$ cat src/rtl/rr_arb_4_pkg.sv
// Shared types and constants for the 4-way round-robin arbiter.
package rr_arb_4_pkg;

  localparam int unsigned N_REQ = 4;

  typedef enum logic {
    IDLE,
    GRANT
  } state_t;

endpackage

$ cat src/rtl/rr_arb_4_pick.sv
// rr_pick_4: combinational rotating-priority pick; first set bit of eff from ptr upward, mod 4.
module rr_pick_4
  import rr_arb_4_pkg::*;
(
  input  logic [N_REQ-1:0] eff,
  input  logic [1:0]       ptr,
  output logic [N_REQ-1:0] win,
  output logic [1:0]       idx
);

  logic       found;
  logic [1:0] pos;

  always_comb begin
    win   = '0;
    idx   = '0;
    found = 1'b0;
    pos   = '0;
    for (int unsigned k = 0; k < N_REQ; k++) begin
      pos = ptr + 2'(k);
      if (!found && eff[pos]) begin
        found    = 1'b1;
        idx      = pos;
        win[pos] = 1'b1;
      end
    end
  end

endmodule

$ cat src/rtl/rr_arb_4.sv
// rr_arb_4: 4-requester round-robin arbiter with registered one-hot grant and valid/ready handshake.
// Optional request latching is enabled by defining RR_ARB_4_PEND_LATCH_EN.
module rr_arb_4
  import rr_arb_4_pkg::*;
#(
  parameter int unsigned RST_PTR = 0
) (
  input  logic             clk,
  input  logic             rst,
  input  logic [N_REQ-1:0] req,
  output logic [N_REQ-1:0] gnt,
  output logic             gnt_vld,
  input  logic             gnt_rdy,
  output logic             busy
);

  state_t           state;
  logic [1:0]       ptr;
  logic [1:0]       idx_q;
  logic [N_REQ-1:0] eff;
  logic [N_REQ-1:0] win;
  logic [1:0]       idx;
  logic             acc;

  assign acc = gnt_vld & gnt_rdy;

`ifdef RR_ARB_4_PEND_LATCH_EN
  logic [N_REQ-1:0] pend;
  logic [N_REQ-1:0] acc_mask;

  assign acc_mask = acc ? gnt : '0;
  assign eff      = pend | req;

  // A request re-raised on the acceptance edge survives because req is OR-ed after the clear.
  always_ff @(posedge clk or posedge rst) begin
    if (rst) pend <= '0;
    else     pend <= (pend & ~acc_mask) | req;
  end
`else
  assign eff = req;
`endif

  rr_pick_4 u_pick (
    .eff (eff),
    .ptr (ptr),
    .win (win),
    .idx (idx)
  );

  always_ff @(posedge clk or posedge rst) begin
    if (rst) begin
      state   <= IDLE;
      gnt     <= '0;
      gnt_vld <= 1'b0;
      busy    <= 1'b0;
      ptr     <= 2'(RST_PTR);
      idx_q   <= '0;
    end else begin
      case (state)
        IDLE: begin
          if (|eff) begin
            gnt     <= win;
            gnt_vld <= 1'b1;
            busy    <= 1'b1;
            idx_q   <= idx;
            state   <= GRANT;
          end
        end
        GRANT: begin
          if (acc) begin
            gnt     <= '0;
            gnt_vld <= 1'b0;
            busy    <= 1'b0;
            ptr     <= idx_q + 2'd1;
            state   <= IDLE;
          end
        end
        default: state <= IDLE;
      endcase
    end
  end

endmodule

$ cat config.mk
export PLATFORM = sky130hd
export DESIGN_NAME = rr_arb_4
export DESIGN_NICKNAME = d
export VERILOG_FILES = /design/src/rtl/rr_arb_4_pkg.sv /design/src/rtl/rr_arb_4_pick.sv /design/src/rtl/rr_arb_4.sv
export SDC_FILE = /design/constraint.sdc
export NUM_CORES = 1
export LEC_CHECK = 0
export ABC_AREA = 1
export ABC_CLOCK_PERIOD_IN_PS = 3400
export BUFFER_PORTS_ARGS = -buffer_cell sky130_fd_sc_hd__buf_2
export CORE_ASPECT_RATIO = 1.5
export CORE_UTILIZATION = 45
export DETAILED_ROUTE_END_ITERATION = 7
export SLEW_MARGIN = 20
export SYNTH_ARGS = -nofsm -noshare
export SYNTH_HDL_FRONTEND = slang
export SYNTH_HIERARCHICAL = 1
export SYNTH_SLANG_ARGS = --single-unit
$ cat constraint.sdc
create_clock -name clk -period 3.4 [get_ports clk]
set_clock_uncertainty 0.15 [all_clocks]
set_input_delay 0.68 -clock clk [delete_from_list [all_inputs] [get_ports clk]]
set_output_delay 0.68 -clock clk [all_outputs]
set_load 0.03 [all_outputs]
==> run summary <==
Clk pin slew, worst setup/hold paths = 60 ps
drc violations = 0
largest net degree at the start of global routing = 13
CP max FO = 12
dpl hpwl = 1.769 mm
RePlAce Congestion = 0.8833
leak pwr = 0.5599 nW
Final Hold Viols = 0
Clock Latency Late Sink = 250 ps
layout cells sized above 1 = 24.82%
via count = 910
area of the core = 2002 um2
CTS root buf = clkbuf_4
Net Switching = 0.00006009 W
port bufs = 12
vias in the first global route = 860
drt total wl = 2.166 mm
antenna-violating nets left = 0
Final nets = 155
Setup-failing EPs final = 0
initial antenna violation count = 0
highest-delay cell along the critical path = dfrtp_1
MaxCap Viol Count = 0
Worst setup startpoint = ptr[0]
# IOs = 13
CTS Buffer Depth = 2
Finished Layout Cells = 163
crit path DAT = 2240 ps
critical path class = flip-flop to flip-flop
via-per-instance ratio = 5.583
WP data required = 3450 ps
RSZ-0062 raised after global routing = no
Mapped Area = 953.4 um2
Syn Area/Cell = 7.449 um2
Num Clock Sinks = 10
post-synth top area share = 26.25%
Post-Synthesis Cells = 128
number of DRC markers in iteration 0 = 26
max incr delay on CP = 640 ps
worst r2r src = ptr[0]
Internal Power = 0.0001715 W
Pwr per Cell Area = 221.7 nW/um2
critical path endpoint category = flip-flop
relative slew slack = 68.14%
initial cell density of the core = 47.62%
Worst Setup Start Kind = flip-flop
sw frac = 25.94%
Ys Warns = 6
setup TNS = 0 ps
Worst Path Buf+Inv = 2
Worst-Margin Slew = 477.9 ps
Min-Delay Path Class = input pin to asynchronous set/reset pin
placed cell count = 160
die width = 39.58 um
CTS tree = built
Tmin final = 2193 ps
Max Transition Viols Final = 0
synth unique cells = 22
die area = 2310 um2
area grow syn2layout = 9.580%
setup repair bufs after CTS = 0
cts hold-fix bufs = 0
syn nets = 140
Power, Total = 0.0002316 W
grt ovf = 0
number of cells on the critical path = 11
worst-case reg-to-reg path depth = 11
Total Routing Usage GR = 22.07%
row count = 20
outcome = finished clean
worst vdd ir = 0.08880 mV
top cell type by total area after synthesis = dfrtp_1
Comb power frac = 16.1%
CTS Buf Count = 3
CP top delay family = simple AND/OR/NAND/NOR gates
Yosys reg bits = 10
DR pass1 iterations = 4
Reg power frac = 51.4%
clock network power share = 32.5%
sequential share of the synthesized area = 26.25%
WL/cell = 13.29 um
# resized after CTS = 0
Final period util = 64.49%
worst path cell trace = inv_6 -> ha_1 -> inv_1 -> nand3_1 -> nand2_1 -> nand3_1 -> nor2_1 -> nor2_1 -> nor2_1 -> nand3_1 -> nand2_1
Synth area leaders = dfrtp_1 26%, nand3_1 15%, nand2_1 12%
H-tree depth = 1
ANT cells = 0
fmax = 456.1 MHz
Die Span Y = 58.38 um
global-route wire length before repair = 3.643 mm
layout by cell type (no fill, tap or decap), types with 2 or more instances in the layout:
cell,synthesis,routed
nor2_1,5,5
inv_2,2,2
a21oi_1,5,5
ha_1,5,5
nand2_2,2,2
nand3_2,4,4
dfrtp_1,10,10
nand2_4,5,5
a21boi_0,4,4
inv_1,11,11
clkbuf_4,0,3
nand3_1,29,29
nor2_4,2,2
nand2_1,31,31
o21ai_1,5,5
buf_2,0,12
path summary, 6_finish.rpt:
kind / slack (ps) / to
setup / recovery: 1210 / idx_q[0]
hold / removal: 230 / ptr[0]
setup reg to reg: 1210 / idx_q[0]
hold reg to reg: 350 / ptr[0]
max in group asynchronous: 2600 / gnt[3]
min in group clk: 350 / ptr[0]
area by class of cell:
cell class / count / area [um2]
inverters: 14 / 57.56
clock buffers: 3 / 22.52
fillers: 208 / 957.2
flip-flops and latches: 10 / 250.2
well taps: 22 / 27.53
repair buffers: 12 / 60.06
multi-input cells: 102 / 626.9
cells in the mapped netlist (all sizes together):
library cell and number:
a21boi 4, a21oi 5, buf 2, dfrtp 10, ha 5, inv 14, nand2 39, nand3 34
nor2 9, o21ai 5, xnor2 1
sequential cells by signal, indices dropped and copies added, names as in the netlist:
signal / flops
gnt: 4
idx_q: 2
ptr: 2
busy: 1
state: 1
power groups by stage:
stage	Sequential [W]	Clock [W]	Combinational (W)
floorplan	0.000121	0	0.0000254
global placement	0.000121	0	0.0000372
detailed placement	0.000121	0	0.0000372
CTS	0.000119	0.0000786	0.0000374
global route	0.000119	0.0000833	0.0000416
finish	0.000119	0.0000753	0.0000373
worst reg2reg max path: cells and delay by family, from the launching register on:
family	cells	cell delay [ps]
flip-flops	1	640
adder cells (fa/ha/maj)	1	370
AND/OR/NAND/NOR	8	740
buffers and inverters	2	240
through the flow:
stage / cell area [um2] / setup slack (ps) / hold slack (ps) / util (%)
after floorplan: 953.4 / 1538 / 312.2 / -
after CTS: 1045 / 1216 / 250.2 / 52.19
after global placement: 1022 / 1234 / 335.6 / 51.06
after detailed placement: 1022 / 1234 / 345.0 / 51.06
after global routing: 1045 / 980.2 / 285.6 / 52.19
final: 1045 / 1207 / 232.4 / 52.19
routing by layer:
layer | share of wire [%] | track usage (%) | wire length, um | vias to the layer above
li1 | - | - | - | 448
met1 | 38 | 23.15 | 829 | 422
met4 | 4.3 | 13.79 | 93 | 0
met3 | 2.4 | 1.509 | 51 | 12
met5 | 0 | 0 | 0 | -
met2 | 55 | 39.58 | 1192 | 28
cells by family after synthesis:
group / share of synthesized area [%]
and+or+nand+nor: 49.87
xor gates and xnor gates: 0.9188
AOI/OAI and AO/OA: 8.398
adders and majority gates: 6.562
DFF: 26.25
buffers and inverters: 8.006
No activity file was read; power rests on OpenSTA's default activity.
